### config.mk
export PLATFORM = sky130hd
export DESIGN_NAME = demux1_4_sched
export DESIGN_NICKNAME = d
export VERILOG_FILES = /design/src/rtl/demux_sched_pkg.sv /design/src/rtl/rr_pick4.sv /design/src/rtl/demux1_4_sched.sv
export SDC_FILE = /design/constraint.sdc
export NUM_CORES = 1
export LEC_CHECK = 0
export CORE_MARGIN = 2
export CORE_UTILIZATION = 25
export DETAILED_ROUTE_END_ITERATION = 16
export PLACE_DENSITY = 0.46
export SLEW_MARGIN = 5
export SYNTH_ARGS = -nofsm -noshare
export SYNTH_HDL_FRONTEND = slang
export SYNTH_HIERARCHICAL = 1
export SYNTH_SLANG_ARGS = --single-unit
### constraint.sdc
create_clock -name clk -period 2.12 [get_ports clk]
set_input_delay 0.424 -clock clk [delete_from_list [all_inputs] [get_ports clk]]
set_output_delay 0.424 -clock clk [all_outputs]
set_load 0.01 [all_outputs]
### src/rtl/demux_sched_pkg.sv
// Shared types and constants for the 1:4 demux dispatch controller.
//   state_e       : holding-register occupancy (EMPTY / FULL)
//   CH_A..CH_D    : channel indices, also the s1/s2 select encoding
//   DEF_DW/CNT_W  : default data and statistics-counter widths
package demux_sched_pkg;

   typedef enum logic {
      EMPTY = 1'b0,
      FULL  = 1'b1
   } state_e;

   localparam logic [1:0] CH_A = 2'd0;
   localparam logic [1:0] CH_B = 2'd1;
   localparam logic [1:0] CH_C = 2'd2;
   localparam logic [1:0] CH_D = 2'd3;

   localparam int unsigned DEF_DW    = 8;
   localparam int unsigned DEF_CNT_W = 16;

endpackage

### src/rtl/rr_pick4.sv
// Combinational rotate-priority picker over four channels.
//   mask : channel enables, bit0 = a ... bit3 = d
//   ptr  : highest-priority channel this cycle
//   idx  : first enabled channel at or after ptr, wrapping 3 -> 0
//   any  : at least one channel enabled (idx valid only when set)
module rr_pick4
   import demux_sched_pkg::*;
(
   input  logic [3:0] mask,
   input  logic [1:0] ptr,
   output logic [1:0] idx,
   output logic       any
);

   logic [1:0] cand;

   always_comb begin
      idx  = CH_A;
      any  = 1'b0;
      cand = ptr;
      for (int unsigned i = 0; i < 4; i++) begin
         // 2-bit add wraps naturally, giving the rotated search order
         cand = ptr + 2'(i);
         if (!any && mask[cand]) begin
            idx = cand;
            any = 1'b1;
         end
      end
   end

endmodule

### src/rtl/demux1_4_sched.sv
// Dispatch controller for the 1:4 demux datapath. Accepts words over a
// valid/ready handshake, routes each to sink a..d (fixed or round-robin),
// and holds it in a one-entry register until that sink accepts it.
//   clk, rst             : clock, synchronous active-high reset
//   in_valid/in_ready    : source handshake; in_data, in_dest source word/dest
//   rr_mode, chan_en     : routing mode and per-channel enables
//   s1, s2               : demux selects = registered dest of held word
//   out_valid/out_ready  : one-hot sink handshake; out_data held word
//   disp_cnt, drop_cnt   : saturating delivered / dropped word counts
module demux1_4_sched
   import demux_sched_pkg::*;
#(
   parameter int unsigned DW    = DEF_DW,
   parameter int unsigned CNT_W = DEF_CNT_W
) (
   input  logic             clk,
   input  logic             rst,
   input  logic             in_valid,
   output logic             in_ready,
   input  logic [DW-1:0]    in_data,
   input  logic [1:0]       in_dest,
   input  logic             rr_mode,
   input  logic [3:0]       chan_en,
   output logic             s1,
   output logic             s2,
   output logic [3:0]       out_valid,
   input  logic [3:0]       out_ready,
   output logic [DW-1:0]    out_data,
   output logic [CNT_W-1:0] disp_cnt,
   output logic [CNT_W-1:0] drop_cnt
);

   state_e           state_q, state_d;
   logic [DW-1:0]    data_q, data_d;
   logic [1:0]       dest_q, dest_d;
   logic [1:0]       rr_ptr_q, rr_ptr_d;
   logic [CNT_W-1:0] disp_cnt_q, disp_cnt_d;
   logic [CNT_W-1:0] drop_cnt_q, drop_cnt_d;

   logic [1:0] rr_idx;
   logic       rr_any;
   logic       route_ok;
   logic       delivery;
   logic       transfer;
   logic       store;
   logic       drop;

   rr_pick4 u_pick (
      .mask (chan_en),
      .ptr  (rr_ptr_q),
      .idx  (rr_idx),
      .any  (rr_any)
   );

   always_ff @(posedge clk) begin
      if (rst) begin
         state_q    <= EMPTY;
         data_q     <= '0;
         dest_q     <= CH_A;
         rr_ptr_q   <= CH_A;
         disp_cnt_q <= '0;
         drop_cnt_q <= '0;
      end else begin
         state_q    <= state_d;
         data_q     <= data_d;
         dest_q     <= dest_d;
         rr_ptr_q   <= rr_ptr_d;
         disp_cnt_q <= disp_cnt_d;
         drop_cnt_q <= drop_cnt_d;
      end
   end

   always_comb begin
      state_d    = state_q;
      data_d     = data_q;
      dest_d     = dest_q;
      rr_ptr_d   = rr_ptr_q;
      disp_cnt_d = disp_cnt_q;
      drop_cnt_d = drop_cnt_q;

      out_valid = '0;
      if (state_q == FULL) begin
         out_valid = 4'b0001 << dest_q;
      end

      route_ok = rr_mode ? rr_any : 1'b1;
      delivery = (state_q == FULL) && out_ready[dest_q];
      in_ready = ((state_q == EMPTY) || delivery) && route_ok;
      transfer = in_valid && in_ready;

      // A fixed-mode word to a disabled channel is consumed but never stored,
      // so the holding register's occupancy follows only delivery that cycle.
      store = transfer && (rr_mode || chan_en[in_dest]);
      drop  = transfer && !rr_mode && !chan_en[in_dest];

      if (store) begin
         state_d = FULL;
         data_d  = in_data;
         dest_d  = rr_mode ? rr_idx : in_dest;
      end else if (delivery) begin
         state_d = EMPTY;
      end

      if (transfer && rr_mode) begin
         rr_ptr_d = rr_idx + 2'd1;
      end

      if (delivery && (disp_cnt_q != '1)) begin
         disp_cnt_d = disp_cnt_q + CNT_W'(1);
      end
      if (drop && (drop_cnt_q != '1)) begin
         drop_cnt_d = drop_cnt_q + CNT_W'(1);
      end
   end

   assign s1       = dest_q[1];
   assign s2       = dest_q[0];
   assign out_data = data_q;
   assign disp_cnt = disp_cnt_q;
   assign drop_cnt = drop_cnt_q;

endmodule

==> impl_metrics.json, run 1 <==
{
  "fp.dieW_um": 99.7,
  "crit_start": "chan_en[0]",
  "drive_above_1_share_pct": 16.7,
  "finalNetCount": 394,
  "synth_cell_types": 44,
  "clock_skew_ns": 0.00663,
  "worst_r2r_path_depth": 7,
  "r2r-start": "dest_q[0]$_SDFFE_PP0P_",
  "grt_usage_pct": 13.1,
  "crit_type": "in2reg",
  "netlist_area_um2": 2290,
  "setup_violations": 0,
  "cp-start-kind": "input port",
  "routed_wl_um": 6030,
  "grt_max_degree": 18,
  "ir_drop_uv": 243,
  "slew_headroom_pct": 72.9,
  "syn_nets": 289,
  "overflow": 0,
  "drv_slew": 0,
  "grt_pass1_wl_um": 10700,
  "io_buffers": 68,
  "antenna_found_initial": 0,
  "ys_warn_count": 6,
  "die_y_um": 99.7,
  "viasPerCell": 4.75,
  "seqCellArea_um2": 901,
  "fillers": 892,
  "hold_class": "reg2reg",
  "tns_ns": 0,
  "crit_required_ns": 2.35,
  "pin_count": 69,
  "reg2reg_slack_ns": 0.23,
  "n_antenna_cell": 0,
  "wl_per_cell_um": 12.6,
  "grt_pass1_vias": 2231,
  "cts_max_path_buffers": 2,
  "antenna_left": 0,
  "period_minus_slack_ns": 2.05,
  "start_util_pct": 26.0,
  "synth_seq_area_share_pct": 39.4,
  "fmax_mhz": 488,
  "dpl.cell_count": 468,
  "cts_tree": "yes",
  "hold_viol_final": 0,
  "clock-sinks": 45,
  "cts_hold_buf": 0,
  "syn_inst": 265,
  "rsz0062_at_grt": "no",
  "cp_data_arrival_time_ns": 2.28,
  "dpl.hpwl_um": 4610,
  "worstMarginPinSlew_ns": 0.397,
  "clk_pin_slew_ns": 0.09,
  "synth_seq_cells": 45,
  "routed-via-count": 2276,
  "p_leak_nw": 1.35,
  "clk_latency_ns": 0.30,
  "rows": 34,
  "first_iter_violations": 35,
  "cp_max_fo": 10,
  "die_area_um2": 9930,
  "power.density_nw_per_um2": 534,
  "timing.final.crit_share_pct": 96.6,
  "stdcell_count": 479,
  "drv_cap": 0,
  "cts_made_buffers": 5,
  "multi_input_area_um2": 1330,
  "cts_root_buf": "clkbuf_8",
  "core_area_um2": 8810,
  "htreeDepth": 2,
  "r2r_end": "drop_cnt[15]$_SDFFE_PP0P_",
  "drc": 0,
  "first_pass_iters": 4,
  "end_kind": "flop",
  "crit_end": "drop_cnt[15]$_SDFFE_PP0P_",
  "syn_area_per_cell_um2": 8.63,
  "status": "complete, no violations",
  "syn_to_final_growth_pct": 54.5,
  "place.gp.congestion": 0.768
}
state kept, by name, summed over array words and instances (netlist names):
| signal | cells |
|---|---|
| disp_cnt | 16 |
| state_q | 1 |
| rr_ptr_q | 2 |
| dest_q | 2 |
| drop_cnt | 16 |
| out_data | 8 |
placed cells by master (no fill, tap or decap), types with 3 or more instances in the layout:
cell type / n
buf_4: 40
clkbuf_8: 6
inv_1: 10
nor2_1: 36
nand2_1: 12
and3_1: 7
dlymetal6s2s_1: 4
a21oi_1: 15
mux2i_1: 13
xnor2_1: 9
or4_1: 6
a211oi_1: 9
nand4_1: 10
and2_1: 3
nand3_1: 12
or3_1: 8
o31ai_1: 3
and4_1: 6
nand2b_1: 5
o21ai_0: 11
dfxtp_1: 45
xor2_1: 5
clkdlybuf4s50_1: 62
synth_stat cells (all sizes together):
master	count	share of area, %
ha	2	1.1
a22o	1	0.38
nand2	12	2.0
mux2i	15	6.6
inv	11	1.8
a21boi	1	0.82
nor4	2	0.82
a2111oi	2	0.77
o21ai	11	2.4
mux4	1	0.98
or4	6	2.0
a31oi	1	0.27
dfxtp	45	39
o221ai	1	0.38
nand3	12	2.6
a21oi	17	3.7
nand2b	5	1.4
and4	6	2.3
nor3	2	0.44
and3	7	1.9
nor2b	3	0.82
a31o	1	0.38
a21o	1	0.33
clkbuf	6	0.98
xnor2	9	3.4
a221oi	1	1.1
a211oi	9	3.0
o22a	1	0.38
and2	3	0.82
o31ai	3	0.98
a311oi	1	0.38
nor2	37	6.2
nand4	11	3.3
buf	5	1.4
xor2	5	1.9
or3	8	2.2
a221o	1	0.44
worst max-delay path: stages:
cell and delay (ns):
clkdlybuf4s50_1 0.44, mux4_2 0.52, nor2_4 0.14, buf_4 0.13, nand4_4 0.12, or3_1 0.36
a21oi_1 0.13
what timing repair did:
| action | in CTS | in global routing |
|---|---|---|
| setup endpoints to repair | 11 | 12 |
| pin swaps | 4 | 6 |
| resized for setup | 5 | 10 |
| buffers inserted | 3 | 0 |
cell families after synthesis:
group / after synthesis / synth area share, %
compound gates: 52 / 15.8
xor+xnor: 14 / 5.36
fa+ha+maj: 2 / 1.09
buf+inv: 22 / 4.16
flops: 45 / 39.4
mux: 16 / 7.55
simple gates: 114 / 26.7
report_power, final:
part | switching [mW] | total (mW) | leakage, nW | internal, mW
Sequential | 0.0188 | 0.886 | 0.365 | 0.867
Combinational | 0.133 | 0.308 | 0.924 | 0.175
Clock | 0.308 | 0.692 | 0.0574 | 0.384
how the worst min path moves through the flow:
stage | startpoint | end | slack [ns] | cells past startpoint
after floorplan | disp_cnt[9]$_SDFFE_PP0P_ | disp_cnt[9]$_SDFFE_PP0P_ | 0.50 | 2
after global placement | out_data[6]$_SDFFE_PP0P_ | out_data[6]$_SDFFE_PP0P_ | 0.47 | 2
after detailed placement | out_data[1]$_SDFFE_PP0P_ | out_data[1]$_SDFFE_PP0P_ | 0.48 | 2
after CTS | out_data[6]$_SDFFE_PP0P_ | out_data[6]$_SDFFE_PP0P_ | 0.51 | 2
after global routing | out_data[6]$_SDFFE_PP0P_ | out_data[6]$_SDFFE_PP0P_ | 0.54 | 2
final | out_data[5]$_SDFFE_PP0P_ | out_data[5]$_SDFFE_PP0P_ | 0.50 | 2
metrics by stage:
step	worst slack [ns]	hold WS (ns)	power [mW]	area (um^2)	utilization, %
global route	0.000491	0.538	1.98	3530	40.1
finish	0.0722	0.504	1.89	3530	40.1
CTS	0.00442	0.509	1.91	3500	39.8
global placement	-0.371	0.471	1.20	3350	38.0
floorplan	0.212	0.504	1.04	2290	-
detailed placement	-0.392	0.484	1.20	3350	38.0
layout make-up:
cell class,instances,share of cell area [%]
inverters,11,1.17
flip-flops and latches,45,25.5
multi-input cells,198,37.6
clock buffers,6,2.34
well taps,108,3.82
clock inverters,2,1.06
repair buffers,109,28.6
layer usage:
metal / up-vias / routed length, um / global-route usage (%) / part of all wire (%)
li1: 1172 / - / - / -
met2: 47 / 2810 / 20.9 / 47
met4: 0 / 25 / 2.21 / 0.41
met3: 2 / 279 / 4.36 / 4.6
met5: - / 0 / 0 / 0
met1: 1055 / 2910 / 17.5 / 48
Note: power is estimated with default switching activity, not from simulation.
==> run 2, diff against run 1 <==
--- a/config.mk
+++ b/config.mk
@@ -8,6 +8,7 @@
 export CORE_MARGIN = 2
 export CORE_UTILIZATION = 25
 export DETAILED_ROUTE_END_ITERATION = 16
+export GPL_TIMING_DRIVEN = 0
 export PLACE_DENSITY = 0.46
 export SLEW_MARGIN = 5
 export SYNTH_ARGS = -nofsm -noshare
==> impl_metrics.json, run 2 (synthesis gave the netlist of run 1 again) <==
{
  "pwr-share-clk_pct": 39.9,
  "reg2reg_slack_ns": 0.12,
  "clock-sinks": 45,
  "grt_pass1_vias": 2154,
  "antenna_left": 0,
  "drv_cap": 0,
  "worstMarginPinSlew_ns": 0.559,
  "cts_root_buf": "clkbuf_8",
  "grt_pass1_wl_um": 10600,
  "layout_commonest_cell": "clkdlybuf4s50_1",
  "drive_above_1_share_pct": 12.2,
  "cp_max_fo": 3,
  "place_area_um2": 3090,
  "antenna_found_initial": 0,
  "rows": 34,
  "io_buffers": 67,
  "hold_viol_final": 0,
  "cp-start-kind": "input port",
  "ir_drop_uv": 208,
  "fp.dieW_um": 99.7,
  "clk_latency_ns": 0.30,
  "hold-path-endpoint": "out_data[5]$_SDFFE_PP0P_",
  "routed_wl_um": 6480,
  "htreeDepth": 2,
  "path_cells": "clkdlybuf4s50_1 -> mux2i_4 -> a22o_1 -> a21oi_2 -> clkdlybuf4s15_2",
  "die_area_um2": 9930,
  "finalNetCount": 376,
  "cp_data_arrival_time_ns": 1.63,
  "fmax_mhz": 487,
  "syn_to_final_growth_pct": 48.5,
  "place.gp.congestion": 0.738,
  "stdcell_count": 461,
  "viasPerCell": 4.86,
  "clk_pin_slew_ns": 0.09,
  "hold_start": "out_data[5]$_SDFFE_PP0P_",
  "fillers": 905,
  "drv_slew": 0,
  "status": "complete, no violations",
  "fin_area_um2": 3400,
  "power.density_nw_per_um2": 576,
  "seqCellArea_um2": 905,
  "clock_skew_ns": 0.00689,
  "layout_common_cells": "60 x clkdlybuf4s50_1, 42 x dfxtp_1, 36 x nor2_1",
  "r2r_end": "disp_cnt[1]$_SDFFE_PP0P_",
  "multi_input_area_um2": 1360,
  "crit_start": "out_ready[2]",
  "cts_hold_buf": 0,
  "p_switching_uw": 468,
  "crit_required_ns": 1.70,
  "worst_hold_slack_ns": 0.500,
  "netSwitchingFraction_pct": 23.9,
  "cts_max_path_buffers": 2,
  "grt_max_degree": 15,
  "period_minus_slack_ns": 2.05,
  "core_area_um2": 8810,
  "power.share.combinational_pct": 14.6,
  "cts_tree": "yes",
  "wl_per_cell_um": 14.1,
  "start_util_pct": 26.0,
  "grt_usage_pct": 13.1,
  "min_path_cells": 2,
  "timing.final.crit_share_pct": 96.9,
  "pwr-share-seq_pct": 45.5,
  "slowest_stage": "clkdlybuf4s50_1",
  "n_antenna_cell": 0,
  "routed-via-count": 2242,
  "preCtsSetupSlack_ns": -0.575,
  "worst_r2r_path_depth": 6,
  "crit_type": "in2out",
  "drc": 0,
  "die_y_um": 99.7,
  "cpPeakStageDelay_ns": 0.50,
  "end_kind": "primary output",
  "p_int_mw": 1.49,
  "first_pass_iters": 4,
  "r2r-start": "disp_cnt[1]$_SDFFE_PP0P_",
  "setup_violations": 0,
  "first_iter_violations": 48,
  "rsz0062_at_grt": "yes",
  "dpl.cell_count": 440,
  "p_leak_nw": 1.23,
  "cts_made_buffers": 5,
  "pin_count": 69,
  "overflow": 0,
  "dpl.hpwl_um": 4620,
  "slew_headroom_pct": 61.7,
  "setup_slack_ns": 0.0661,
  "hold_class": "reg2reg"
}
==> run 2: changes by cell type in the layout (fill, tap and decap cells not counted), moves of 3 or more <==
cell,change
dfxtp_1,-3
dlygate4sd2_1,+4
dlymetal6s2s_1,-3
dfxtp_2,+3
buf_4,-27
clkbuf_1,+6
==> run 2: worst max-delay path, delay by kind of cell <==
kind                   cells  cell delay (ns)
AOI/OAI and AO/OA          2             0.39
buffers and inverters      2             0.73
muxes                      1             0.09
==> run 2: what timing repair did <==
action | 4_1_cts | 5_1_grt
gates resized for setup | 17 | 9
setup buffers | 7 | 6
pin swaps | 4 | 2
endpoints found under the setup margin | 23 | 14
==> run 2: metrics by stage <==
step | setup TNS [ns] | total power [mW] | utilization, %
after global placement | -11.89 | 1.16 | 35.1
after detailed placement | -12.00 | 1.16 | 35.1
after global routing | -0.0441 | 2.05 | 38.6
after floorplan | 0 | 1.04 | -
after CTS | 0 | 1.98 | 37.8
final | 0 | 1.96 | 38.6
==> run 2: final cells by class <==
type                    count  area share (%)
multi-input cells         198            40.0
flip-flops and latches     45            26.6
repair buffers             80            22.5
well taps                 108            3.98
clock buffers               5            2.03
clock inverters             3            1.92
plain buffers              11            1.69
inverters                  11            1.22
==> run 2: how the worst max path moves through the flow <==
stage                     depth (start not counted)                   endpoint  slack (ns)
after floorplan                                   5  drop_cnt[10]$_SDFFE_PP0P_        0.21
after global placement                            6  drop_cnt[10]$_SDFFE_PP0P_       -0.59
after detailed placement                          6  drop_cnt[10]$_SDFFE_PP0P_       -0.57
after CTS                                         5                   in_ready        0.02
after global routing                              6   disp_cnt[1]$_SDFFE_PP0P_       -0.02
final                                             5                   in_ready        0.07
==> run 2: power groups by stage <==
stage / Sequential [mW] / Clock [mW] / Combinational [mW]
floorplan: 0.912 / 0 / 0.131
global placement: 0.907 / 0 / 0.252
detailed placement: 0.907 / 0 / 0.254
CTS: 0.889 / 0.818 / 0.276
global route: 0.895 / 0.840 / 0.313
finish: 0.890 / 0.781 / 0.286
==> run 2: per-layer routing <==
metal / up-vias / track usage (%) / wire length (um)
met5: - / 0 / 0
met4: 0 / 3.06 / 57
met3: 8 / 3.44 / 343
met2: 54 / 21.4 / 3060
met1: 1050 / 17.4 / 3020
li1: 1130 / - / -
